$ cat config.mk
export PLATFORM = sky130hd
export DESIGN_NAME = key_debounce_n
export DESIGN_NICKNAME = d
export VERILOG_FILES = /design/src/rtl/key_pkg.sv /design/src/rtl/key_debounce_chan.sv /design/src/rtl/key_debounce_n.sv
export SDC_FILE = /design/constraint.sdc
export NUM_CORES = 1
export LEC_CHECK = 0
export CORE_MARGIN = 3
export CORE_UTILIZATION = 56
export CTS_CLUSTER_SIZE = 12
export DETAILED_ROUTE_END_ITERATION = 7
export DONT_BUFFER_PORTS = 1
export HOLD_SLACK_MARGIN = 0.03
export PLACE_DENSITY = 0.68
export SYNTH_ARGS = -nofsm -noshare
export SYNTH_HDL_FRONTEND = slang
export SYNTH_HIERARCHICAL = 1
export SYNTH_SLANG_ARGS = --single-unit
$ cat constraint.sdc
create_clock -name clk -period 7.4 [get_ports clk]
set_input_delay 1.48 -clock clk [delete_from_list [all_inputs] [get_ports clk]]
set_output_delay 1.48 -clock clk [all_outputs]
set_load 0.01 [all_outputs]
$ cat src/rtl/key_pkg.sv
// Shared definitions for the multi-key debouncer.
//   key_state_e : per-key hold/repeat FSM encoding
//   clog2       : ceil(log2(value)), 0 for value <= 1, usable in parameter context
//   max_int     : larger of two integers, used when sizing the hold counter
package key_pkg;

    typedef enum logic [1:0] {
        RELEASED = 2'd0,
        HOLD     = 2'd1,
        REPEAT   = 2'd2
    } key_state_e;

    function automatic int clog2(input int value);
        int result;
        result = 0;
        for (int v = value - 1; v > 0; v = v >> 1) begin
            result++;
        end
        return result;
    endfunction

    function automatic int max_int(input int a, input int b);
        return (a > b) ? a : b;
    endfunction

endpackage

$ cat src/rtl/key_debounce_chan.sv
// One debounced key channel: stable-sample counter, clean level, hold/repeat
// FSM and single-cycle press/release/repeat pulses.
// Ports:
//   clk, RSTn    : clock, asynchronous active-low reset
//   tick         : shared sample strobe, one clk wide
//   sample       : synchronised pin, normalised so 1 = pressed
//   key_level    : debounced level, 1 = pressed
//   key_press    : one-clk pulse on the first cycle of a pressed level
//   key_release  : one-clk pulse on the first cycle of a released level
//   key_repeat   : one-clk pulse on long press and each auto-repeat
//   press_next   : combinational "key_press is set on this edge", lets the
//                  top register any_press in the same cycle as key_press
module key_debounce_chan
    import key_pkg::*;
#(
    parameter int STABLE_N     = 3,
    parameter int HOLD_TICKS   = 50,
    parameter int REPEAT_TICKS = 10
) (
    input  logic clk,
    input  logic RSTn,
    input  logic tick,
    input  logic sample,
    output logic key_level,
    output logic key_press,
    output logic key_release,
    output logic key_repeat,
    output logic press_next
);

    localparam int SCNT_W = clog2(STABLE_N) + 1;
    localparam int HCNT_W = clog2(max_int(HOLD_TICKS, REPEAT_TICKS) + 1);

    localparam logic [SCNT_W-1:0] STABLE_LAST = SCNT_W'(STABLE_N - 1);
    // Meaningless when HOLD_TICKS is 0; the HOLD branch never consults it then.
    localparam logic [HCNT_W-1:0] HOLD_LAST   = HCNT_W'(HOLD_TICKS - 1);
    localparam logic [HCNT_W-1:0] REPEAT_LAST = HCNT_W'(REPEAT_TICKS - 1);

    logic [SCNT_W-1:0] stable_cnt;
    logic [HCNT_W-1:0] hold_cnt;
    key_state_e        state;
    logic              flip;

    // Level flips on the tick that completes STABLE_N consecutive differing samples.
    assign flip       = tick && (sample != key_level) && (stable_cnt == STABLE_LAST);
    assign press_next = flip && !key_level;

    always_ff @(posedge clk or negedge RSTn) begin
        if (!RSTn) begin
            key_level   <= 1'b0;
            key_press   <= 1'b0;
            key_release <= 1'b0;
            key_repeat  <= 1'b0;
            stable_cnt  <= '0;
            hold_cnt    <= '0;
            state       <= RELEASED;
        end else begin
            key_press   <= press_next;
            key_release <= flip && key_level;
            key_repeat  <= 1'b0;

            if (tick) begin
                // Any agreeing sample restarts the window, so bounces never flip the level.
                if (sample == key_level) begin
                    stable_cnt <= '0;
                end else if (stable_cnt == STABLE_LAST) begin
                    stable_cnt <= '0;
                    key_level  <= ~key_level;
                end else begin
                    stable_cnt <= stable_cnt + 1'b1;
                end

                // In HOLD/REPEAT the level is 1, so flip there is always a fall;
                // it is tested first so a falling tick never emits a repeat.
                case (state)
                    RELEASED: begin
                        if (press_next) begin
                            state    <= HOLD;
                            hold_cnt <= '0;
                        end
                    end
                    HOLD: begin
                        if (flip) begin
                            state    <= RELEASED;
                            hold_cnt <= '0;
                        end else if (HOLD_TICKS != 0) begin
                            if (hold_cnt == HOLD_LAST) begin
                                state      <= REPEAT;
                                key_repeat <= 1'b1;
                                hold_cnt   <= '0;
                            end else begin
                                hold_cnt <= hold_cnt + 1'b1;
                            end
                        end
                    end
                    REPEAT: begin
                        if (flip) begin
                            state    <= RELEASED;
                            hold_cnt <= '0;
                        end else if (hold_cnt == REPEAT_LAST) begin
                            key_repeat <= 1'b1;
                            hold_cnt   <= '0;
                        end else begin
                            hold_cnt <= hold_cnt + 1'b1;
                        end
                    end
                    default: begin
                        state    <= RELEASED;
                        hold_cnt <= '0;
                    end
                endcase
            end
        end
    end

endmodule

$ cat src/rtl/key_debounce_n.sv
// Parametrised multi-key debouncer and event generator.
// Raw pins pass a 2-flop synchroniser, are normalised to 1 = pressed, and are
// sampled by NKEYS independent channels on a shared divided tick.
// Ports:
//   clk, RSTn    : clock, asynchronous active-low reset
//   key_in       : raw asynchronous key pins (NKEYS)
//   key_level    : debounced state, 1 = pressed (NKEYS)
//   key_press    : one-clk pulse on debounced press (NKEYS)
//   key_release  : one-clk pulse on debounced release (NKEYS)
//   key_repeat   : one-clk pulse on long press / auto-repeat (NKEYS)
//   any_press    : OR of key_press, asserted in the same cycle as key_press
module key_debounce_n
    import key_pkg::*;
#(
    parameter int NKEYS        = 16,
    parameter int TICK_DIV     = 1_000_000,
    parameter int STABLE_N     = 3,
    parameter int ACTIVE_LOW   = 1,
    parameter int HOLD_TICKS   = 50,
    parameter int REPEAT_TICKS = 10
) (
    input  logic             clk,
    input  logic             RSTn,
    input  logic [NKEYS-1:0] key_in,
    output logic [NKEYS-1:0] key_level,
    output logic [NKEYS-1:0] key_press,
    output logic [NKEYS-1:0] key_release,
    output logic [NKEYS-1:0] key_repeat,
    output logic             any_press
);

    localparam int               TICK_W    = clog2(TICK_DIV);
    localparam logic [TICK_W-1:0] TICK_LAST = TICK_W'(TICK_DIV - 1);
    // Synchroniser resets to the idle pin level so leaving reset looks like "nothing pressed".
    localparam logic [NKEYS-1:0] PIN_IDLE  = {NKEYS{(ACTIVE_LOW != 0)}};

    logic [NKEYS-1:0] sync_p0;
    logic [NKEYS-1:0] sync_p1;
    logic [NKEYS-1:0] sample;
    logic [NKEYS-1:0] press_next;
    logic [TICK_W-1:0] tick_cnt;
    logic              tick;

    // Stage boundary: raw pins -> two synchroniser flops
    always_ff @(posedge clk or negedge RSTn) begin
        if (!RSTn) begin
            sync_p0 <= PIN_IDLE;
            sync_p1 <= PIN_IDLE;
        end else begin
            sync_p0 <= key_in;
            sync_p1 <= sync_p0;
        end
    end

    assign sample = (ACTIVE_LOW != 0) ? ~sync_p1 : sync_p1;

    always_ff @(posedge clk or negedge RSTn) begin
        if (!RSTn) begin
            tick_cnt <= '0;
        end else if (tick) begin
            tick_cnt <= '0;
        end else begin
            tick_cnt <= tick_cnt + 1'b1;
        end
    end

    assign tick = (tick_cnt == TICK_LAST);

    for (genvar k = 0; k < NKEYS; k++) begin : g_chan
        key_debounce_chan #(
            .STABLE_N    (STABLE_N),
            .HOLD_TICKS  (HOLD_TICKS),
            .REPEAT_TICKS(REPEAT_TICKS)
        ) u_chan (
            .clk        (clk),
            .RSTn       (RSTn),
            .tick       (tick),
            .sample     (sample[k]),
            .key_level  (key_level[k]),
            .key_press  (key_press[k]),
            .key_release(key_release[k]),
            .key_repeat (key_repeat[k]),
            .press_next (press_next[k])
        );
    end

    // Registered from the channels' next-press terms so it lines up with key_press.
    always_ff @(posedge clk or negedge RSTn) begin
        if (!RSTn) begin
            any_press <= 1'b0;
        end else begin
            any_press <= |press_next;
        end
    end

endmodule
* Word level (Yosys, flattened, before mapping)
Cells that the tools add are included.
Word-level totals: memories 0, output and inout port bits 65, RAM bits 0, bits of input ports 18, latch bits 0, register bits after elaboration 293, word-level logic and storage cells 793, memory bits (read-only) 0
Cells by class: multipliers 0, equal/unequal tests 161, add/subtract/negate cells 33, divide/modulo/power cells 0, order comparisons 0, bitwise logic cells 33, reduce and logical (&&, ||, !) cells 145, shift-type cells 0, mux-type cells 305
Operator list (count):
- $mux W6 | 80
- $pmux W6 S3 | 16
- $mux W2 | 64
- $add A6 B1 Y6 const B | 16
- $eq A6 B4 Y1 const B | 16
- $eq A6 B6 Y1 const B | 16
- $mux W3 | 32
- $pmux W2 S3 | 16
- $mux W1 | 80
- $logic_and A1 B1 Y1 | 64
- $ne A2 B1 Y1 const B | 32
- $reduce_and A4 Y1 | 16
- $add A3 B1 Y3 const B | 16
- $eq A3 B2 Y1 const B | 16
- $ne A3 B1 Y1 const B | 16
- $reduce_and A3 Y1 | 16
- $eq A2 B1 Y1 const B | 16
- $eq A2 B2 Y1 const B | 16
- $logic_not A2 Y1 | 16
- $not A1 Y1 | 32
- $pmux W1 S2 | 16
- $reduce_and A2 Y1 | 16
- $add A20 B1 Y20 const B | 1
- $eq A20 B20 Y1 const B | 1
- other kinds (6) | 51

* Depth between registers and ports, before layout
Gate-level depths: netlist of run 1.
depth after elaboration 7, mapped depth 11, gate-level depth less buffers 9

* Cells and area by module
Netlist of run 1, hierarchy kept.
Modules (own cells, without submodules):
- key_debounce_chan at g_chan[0].u_chan ... | sequential area each 375.4 µm², cells an instance 94, area an instance 924.6 µm², times used 11
- key_debounce_chan at g_chan[5].u_chan ... | sequential area each 375.4 µm², cells an instance 83, area an instance 889.6 µm², times used 5
- key_debounce_n | sequential area each 1366.3 µm², cells an instance 149, area an instance 1931.9 µm², times used 1

* Worst setup path after synthesis of run 1
No wires, ideal clock.
kind reg2reg, start register tick_cnt[0], end register g_chan[5].u_chan.hold_cnt[0], library setup time 0.080 ns, buffers on the path 3, required time 7.320 ns, data arrival time 2.817 ns, setup slack 4.504 ns, period minus slack after synthesis 2.896 ns, stages on the path, launching flop included 12, cells stage by stage dfrtp_1 ha_1 nand3_1 or2_2 nor3_1 buf_4 clkbuf_1 nand4b_4 o22ai_2 or3b_1 buf_4 mux2i_4
Between the ends: longest elaborated chain between the ends 6, elaborated cells between the ends (all ways) 9, classes of those cells 2 x eq/ne; 3 x mux; 4 x reduce/logical
Ends and longest elaborated chain:
- start, declared | RTL line key_debounce_n.sv:41 | logic [TICK_W-1:0] tick_cnt;
- start signal, assigned | RTL line key_debounce_n.sv:63 | tick_cnt <= tick_cnt + 1'b1;
- $eq A20 B20 Y1 (*) | RTL line key_debounce_n.sv:67 | assign tick = (tick_cnt == TICK_LAST);
- via tick | RTL line key_debounce_n.sv:42 | logic tick;
- $logic_and A1 B1 Y1 (2 in series) | RTL line key_debounce_chan.sv:45 | assign flip = tick && (sample != key_level) && (stable_cnt == STABLE_LAST);
- $logic_and A1 B1 Y1 | RTL line key_debounce_chan.sv:46 | assign press_next = flip && !key_level;
- $ne A2 B1 Y1 (no source line)
- $reduce_and A2 Y1 (no source line)
- end signal, assigned | RTL line key_debounce_chan.sv:92 | hold_cnt <= hold_cnt + 1'b1;
- end signal, assigned | RTL line key_debounce_chan.sv:104 | hold_cnt <= hold_cnt + 1'b1;
- end, declared | RTL line key_debounce_chan.sv:40 | logic [HCNT_W-1:0] hold_cnt;
The timed path passes the listed nets; every way through them passes the cells marked *. A chain may end at the register's enable or synchronous reset.

* Worst setup path in the final report of run 1
start register tick_cnt[0], end register g_chan[6].u_chan.hold_cnt[0]
Between the ends: longest elaborated chain between the ends 6, elaborated cells between the ends (all ways) 9, classes of those cells 2 x eq/ne; 3 x mux; 4 x reduce/logical
Ends and longest elaborated chain (RTL line):
- $eq A20 B20 Y1 (*) | key_debounce_n.sv:67
- $logic_and A1 B1 Y1 (2 in series) | key_debounce_chan.sv:45
- $logic_and A1 B1 Y1 | key_debounce_chan.sv:46
- $ne A2 B1 Y1 (no source line)
- $reduce_and A2 Y1 (no source line)
- end signal, assigned | key_debounce_chan.sv:92
- end signal, assigned | key_debounce_chan.sv:104
- end, declared | key_debounce_chan.sv:40
Mark *: on every way between the ends. The rest lies on a longest branch, timed or not.

==> metrics.txt, run 1 <==
status complete, no violations; share of cells above drive strength 1 12.3%; PortBufs 0; Die Width 178 um; initial antenna violation count 0; vias about 12,000; I/O pin total 83; element type at the critical path end flip-flop; Clock power frac between 50% and 60%; WP data required 7820 ps; Max Clk Rate 273 MHz; sequential element share of the synthesized area 44.5%; Max VDD drop 0.199 mV; met3 global-route usage 3.62%; Synth Warn # 6; Core Region around 29,000 um2; clock sink total 293; Clock Path Buffers 3; setup bufs post-CTS 0; placed instance area 16,700 um2; commonest non-fill, non-tap cell in the layout dfrtp_1; area of the die about 32,000 um2; Seq pwr share 48.4%; Post-synth EDFFs 0; P per Cell Area 188 nW/um2; worst hold margin 352 ps; via density per instance 5.83; Syn Inst Count 1,598; largest net degree at the start of global routing 294; aggregate global-route resource usage between 10% and 20%; Design Power 3.35 mW; max-slew violations 0; Post-CTS Resized 0; vias in the first global route 11,168; most frequent cells in the layout dfrtp_1 (261), inv_1 (157), nand2_1 (146); post-synthesis compound-gate area fraction 20.3%; Critical Path Source Type flip-flop; Synth Area in Simple Gates between 10% and 20%; Remaining DRCs 0; Slew @ Worst Pin roughly 1100 ps; post-synthesis xor/xnor area fraction 3.19%; Inst Count DP 1,935; Layout Nets 1,687; crit path kind flip-flop to flip-flop; GRT met2 Usage 31.4%; combinational share of power 0.6%; DP Wirelength 20,300 um; CTS Hold Bufs 0; CTS Buf Count 35; Routed Antenna Nets 0; Routed WL 30,700 um; mux share of post-synthesis cell area 1.65%; Hold Crit Class flip-flop to flip-flop; Avg Cell Area, Syn 10.4 um2; GP Congestion 0.833; GR Overflow Total 0; first-pass GRT wire length 52,500 um; minimum clock period ~3700 ps; Synth Register Bits 293; ANT cells 0; register clock-pin slew on the reported worst setup and hold paths 60 ps; Cell Int Power 2.68 mW; Pre-Repair DR Iteration Count 5; Skew-Pair Late Insertion Delay 510 ps; Leakage 7.40 nW; net switching power a little under 0.7 mW; crit path DAT between 4000 and 5000 ps; DR iter-0 viols 645; final setup fails 0; Max FO, Critical Path 83; Tcrit/Tclk final 49.6%; Worst Skew 17.2 ps; largest family of logic cells by synthesized area compound AO/OA/AOI/OAI gates; grt peak-use layer met2; Post-synth ARST share 100%; switching share of power 20.1%; Core Rows 62; Cell Count, Final, Fillers Out 1,998; CTS tree done; Post-Synth Adder-Cell Area 6.12%; RSZ-0062 raised after global routing false; synth unique cells 63; Fin. Hold Viols 0; max-cap violation count 0; setup TNS 0 ps; Root Buffer clkbuf_16; prevailing post-synth register cell dfrtp_1; Syn Nets 1,697; FILL cells 2,354; Syn-to-layout area delta 7.68%; Initial Util 57.2%; DIE HEIGHT 178 um; Global Route met1 Usage 27.4%; synthesized area 16,600 um2; fin area about 18,000 um2; Avg WL per Cell roughly 15 um; htree depth 2; relative slew slack between 20 and 30%
==> worst paths after layout <==
| path | from | end | slack, ps | depth (start not counted) |
|---|---|---|---|---|
| setup / recovery | tick_cnt[0] | g_chan[6].u_chan/hold_cnt[0] | 3730 | 9 |
| hold / removal | sync_p0[1] | sync_p1[1] | 350 | 0 |
| setup reg to reg | tick_cnt[0] | g_chan[6].u_chan/hold_cnt[0] | 3730 | 9 |
| hold reg to reg | sync_p0[1] | sync_p1[1] | 350 | 0 |
| max in group asynchronous | RSTn | g_chan[7].u_chan/state[1] | 5890 | 0 |
| min in group asynchronous | RSTn | g_chan[10].u_chan/hold_cnt[3] | 670 | 0 |
==> metrics by stage <==
stage | setup WS [ps] | util (%)
4_1_cts | 3740 | 61.6
2_1_floorplan | 4500 | -
3_3_place_gp | 3900 | 57.6
5_1_grt | 3430 | 61.6
3_5_place_dp | 3770 | 57.6
6_report | 3730 | 61.6
==> cell families after synthesis <==
kind of cell	Yosys count
AND/OR/NAND/NOR	514
XOR/XNOR	56
adder cells (fa/ha/maj)	81
AO/OA/AOI/OAI	426
flip-flops	293
buffers and inverters	207
multiplexers	21
==> flip-flops by register name, indices dropped and copies added (netlist names) <==
signal	count
sync_p1	16
g_chan.u_chan/stable_cnt	48
g_chan.u_chan/key_press	16
tick_cnt	20
g_chan.u_chan/state	32
g_chan.u_chan/hold_cnt	96
g_chan.u_chan/key_level	16
sync_p0	16
g_chan.u_chan/key_release	16
any_press	1
g_chan.u_chan/key_repeat	16
==> worst max-delay path, cell delays in order, from the launching register on <==
cell	delay [ps]
dfrtp_1	390
ha_1	200
nand3_1	200
or2_2	380
nor3_2	210
buf_4	710
nand4b_4	240
o22ai_2	460
or3b_1	570
mux2i_4	190
==> synth_stat cells (all sizes together) (26+ instances only) <==
cell / number / area share (%)
dfrtp: 261 / 39
inv: 157 / 3.6
nand2: 146 / 3.3
o21ai: 116 / 4.0
ha: 81 / 6.1
nor2: 73 / 1.7
nand3: 56 / 1.7
nand3b: 46 / 2.1
buf: 45 / 2.3
a211oi: 44 / 2.3
o211ai: 43 / 2.0
xnor2: 35 / 1.9
a221o: 33 / 2.0
dfstp: 32 / 5.1
nand2b: 26 / 0.98
==> power groups by stage <==
stage                     clock network [mW]  registers [mW]  logic, mW
after floorplan                            0            1.65     0.0156
after global placement                     0            1.65     0.0184
after detailed placement                   0            1.65     0.0186
after CTS                               1.76            1.62     0.0188
after global routing                    1.83            1.62     0.0211
final                                   1.71            1.62     0.0188
==> routing by layer <==
| metal | vias to the layer above | routed length (um) | part of all wire [%] |
|---|---|---|---|
| met5 | - | 0 | 0 |
| met4 | 0 | 577 | 1.9 |
| met3 | 47 | 1350 | 4.4 |
| met2 | 192 | 13700 | 45 |
| met1 | 5614 | 15000 | 49 |
| li1 | 5792 | - | - |
==> area by class of cell <==
type	count	area [um2]	share of cell area, %
Multi-Input combinational cell	1098	8200	46.0
Sequential cell	293	7370	41.4
Clock buffer	50	1040	5.86
Inverter	157	589	3.31
Tap cell	384	480	2.70
Clock inverter	13	115	0.646
Timing Repair Buffer	3	22.5	0.126
No activity file was read; power rests on OpenSTA's default activity.
==> run 2, diff against run 1 <==
Settings changed: ABC_AREA set to 1.
Clock period 7.4 ns to 3.5 ns, I/O delays scaled along.
==> metrics.txt, run 2 <==
GP Congestion 0.894 (was 0.833); Clock power frac 50.3% (was 51.0%); FILL cells 2,683 (was 2,354); area occupied by multi-input gates 9010 um2 (was 8200 um2); synth top area cells dfrtp_1 (36%), nand2_1 (12%), nand4_1 (6.4%) (was dfrtp_1 (39%), ha_1 (6.1%), dfstp_2 (5.1%)); top post-synthesis cells by count nand2_1 (566), inv_1 (292), dfrtp_1 (261) (was dfrtp_1 (261), inv_1 (157), nand2_1 (146)); Avg WL per Cell 13.5 um (was 15.4 um); synth unique cells 31 (was 63); status finished with violations (was complete, no violations); Skew-Pair Late Insertion Delay 510 ps (about the same); vias in the first global route 13,195 (was 11,168); Layout Nets 2,275 (was 1,687); clock sink total 293 (unchanged); aggregate global-route resource usage 21.0% (was 19.5%); Core Rows 64 (was 62); combinational share of power 0.2% (was 0.6%); Syn Nets 2,278 (was 1,697); I/O pin total 83 (unchanged); prevailing post-synth register cell dfrtp_1 (unchanged); vias 14,031 (was 11,645); setup bufs post-CTS 0 (unchanged); Syn-to-layout area delta 6.97% (was 7.68%); Post-synth ARST share 100% (unchanged); Slew @ Worst Pin 746 ps (was 1070 ps); share of the synthesized area in the top cell type 36.4% (was 39.5%); FF-to-FF path depth 14 (was 9); post-synthesis xor/xnor area fraction 2.05% (was 3.19%); Seq pwr share 49.4% (was 48.4%); mux share of post-synthesis cell area 0% (was 1.65%); Cell Int Power 5.56 mW (was 2.68 mW); Reg area 7370 um2 (unchanged); Design Power 6.94 mW (was 3.35 mW); Synth Warn # 6 (unchanged); commonest non-fill, non-tap cell in the layout nand2_1 (was dfrtp_1); P per Cell Area 362 nW/um2 (was 188 nW/um2); worst hold margin -97.3 ps (was 352 ps); Routed WL 35,200 um (was 30,700 um); DR iter-0 viols 805 (was 645); Final Core Density 61.7% (was 61.6%); cell with the most instances after synthesis nand2_1 (was dfrtp_1); Clock Path Buffers 3 (unchanged); CTS tree done (unchanged); failing checks negative hold slack; GR Overflow Total 0 (unchanged); Die Width 185 um (was 178 um); Worst Skew 23.0 ps (was 17.2 ps); most frequent cells in the layout nand2_1 (566), inv_1 (291), dfrtp_1 (261) (was dfrtp_1 (261), inv_1 (157), nand2_1 (146)); ANT cells 0 (unchanged); Pre-Repair DR Iteration Count 7 (was 5); Routed Antenna Nets 0 (unchanged); register clock-pin slew on the reported worst setup and hold paths 60 ps (about the same); Avg Cell Area, Syn 8.23 um2 (was 10.4 um2); Root Buffer clkbuf_16 (unchanged); crit path DAT 3170 ps (was 4080 ps); element type at the critical path end flip-flop (unchanged); max reg flops 96 (unchanged); Cell Count, Final, Fillers Out 2,598 (was 1,998); Hold Crit Class input port to async pin (was flip-flop to flip-flop); Inst Count DP 2,535 (was 1,935); CTS Buf Count 35 (unchanged); area leader, netlist dfrtp_1 (unchanged); via density per instance 5.40 (was 5.83); Leakage 9.78 nW (was 7.40 nW); Initial Util 57.7% (was 57.2%); Max FO, Critical Path 44 (was 83); PortBufs 0 (unchanged); crit path kind flip-flop to flip-flop (unchanged); Syn Inst Count 2,179 (was 1,598); largest net degree at the start of global routing 294 (unchanged); Post-synth EDFFs 0 (unchanged); switching share of power 19.9% (was 20.1%); Synth Register Bits 293 (unchanged); synthesized area 17,900 um2 (was 16,600 um2); initial antenna violation count 1 (was 0); setup TNS 0 ps (unchanged); largest family of logic cells by synthesized area simple AND/OR/NAND/NOR gates (was compound AO/OA/AOI/OAI gates); relative slew slack 50.3% (was 28.1%); net switching power 1.38 mW (was 0.674 mW); Tcrit/Tclk final 78.2% (was 49.6%); post-synthesis compound-gate area fraction 4.69% (was 20.3%); Remaining DRCs 0 (unchanged); final setup fails 0 (unchanged); sequential element share of the synthesized area 41.1% (was 44.5%); DP Wirelength 24,700 um (was 20,300 um); share of cells above drive strength 1 14.8% (was 12.3%); first-pass GRT wire length 61,400 um (was 52,500 um); Biggest register g_chan.u_chan/hold_cnt (unchanged); htree depth 2 (unchanged); Fin. Hold Viols 122 (was 0); Synth Area in Simple Gates 37.9% (was 18.2%); Max Clk Rate 365 MHz (was 273 MHz); RSZ-0062 raised after global routing false (unchanged); minimum clock period 2740 ps (was 3670 ps); largest registers g_chan.u_chan/hold_cnt (96), g_chan.u_chan/stable_cnt (48), g_chan.u_chan/state (32) (unchanged); Max VDD drop 0.357 mV (was 0.199 mV); Core Region 31,100 um2 (was 28,900 um2); max-cap violation count 0 (unchanged); Critical Path Source Type flip-flop (unchanged); DIE HEIGHT 185 um (was 178 um); Post-Synth Adder-Cell Area 5.65% (was 6.12%); max-slew violations 0 (unchanged); WP data required 3940 ps (was 7820 ps); area of the die 34,200 um2 (was 31,700 um2)
## run 2: cell count changes after synthesis, moves of 33 or more
cell	change
a211oi_1	-33
a221o_1	-33
inv_1	+135
nand2_1	+420
nand2_2	+55
nand2_4	+34
nand3_1	+134
nand3b_1	-46
nand4_1	+177
nor2_1	+85
nor2_2	+38
o211ai_1	-43
xnor2_1	-33
## run 2: per-layer routing
layer	vias up	GRT usage [%]	share of wire, %
met5	-	0	0
met4	0	5.55	2.3
met3	56	3.59	5.1
met2	285	34.0	45
met1	6586	29.5	47
li1	7104	-	-
## run 2: layout make-up
cell class	instances	share of cell area (%)
multi-input cells	1543	47.0
flip-flops and latches	293	38.4
well taps	396	2.58
clock inverters	9	0.496
clock buffers	54	5.26
repair buffers	8	0.444
inverters	295	5.80
## run 2: final timing paths
kind	slack (ps)	end	startpoint
min in group clk	190	sync_p0[7]	key_in[7]
setup reg to reg	760	g_chan[14].u_chan/state[0]	tick_cnt[0]
hold / removal	-100	g_chan[13].u_chan/hold_cnt[5]	RSTn
hold reg to reg	350	sync_p1[12]	sync_p0[12]
max in group asynchronous	2970	g_chan[2].u_chan/hold_cnt[2]	RSTn
setup / recovery	760	g_chan[14].u_chan/state[0]	tick_cnt[0]
## run 2: kinds of logic (layout without fill, tap and decap cells)
kind of cell,Yosys count,after routing
adders and majority gates,81,81
xor gates and xnor gates,42,42
DFF,293,293
and+or+nand+nor,1301,1301
buffers and inverters,343,366
AOI/OAI and AO/OA,119,119
## run 2: repair_timing
action                                 4_1_cts  5_1_grt
gates resized for setup                      0        0
endpoints found under the hold margin      261      261
setup endpoints to repair                    0        0
## run 2: critical path, stage by stage, from the launching register on
cell     delay (ps)
dfrtp_1         400
ha_1            260
nand3_2         130
nor2_2          160
nand3_1         210
inv_6           250
buf_12          290
nand2_4          80
nor2_4          160
nand2_2         180
nand3_1         180
nand2_1          80
nor2_2          120
nand2_1          70
nand2_1          70
## run 2: per-stage QoR
step	setup WS, ps	area, um2
after global routing	420	19200
after CTS	757	19200
after global placement	876	18100
after floorplan	999	17900
final	764	19200
after detailed placement	762	18100
## run 2: power groups by stage
stage / sequential, mW / clock, mW / combinational, mW
after global placement: 3.49 / 0 / 0.0152
after floorplan: 3.49 / 0 / 0.0138
after CTS: 3.43 / 3.60 / 0.0158
after global routing: 3.43 / 3.75 / 0.0177
final: 3.43 / 3.49 / 0.0157
after detailed placement: 3.49 / 0 / 0.0156
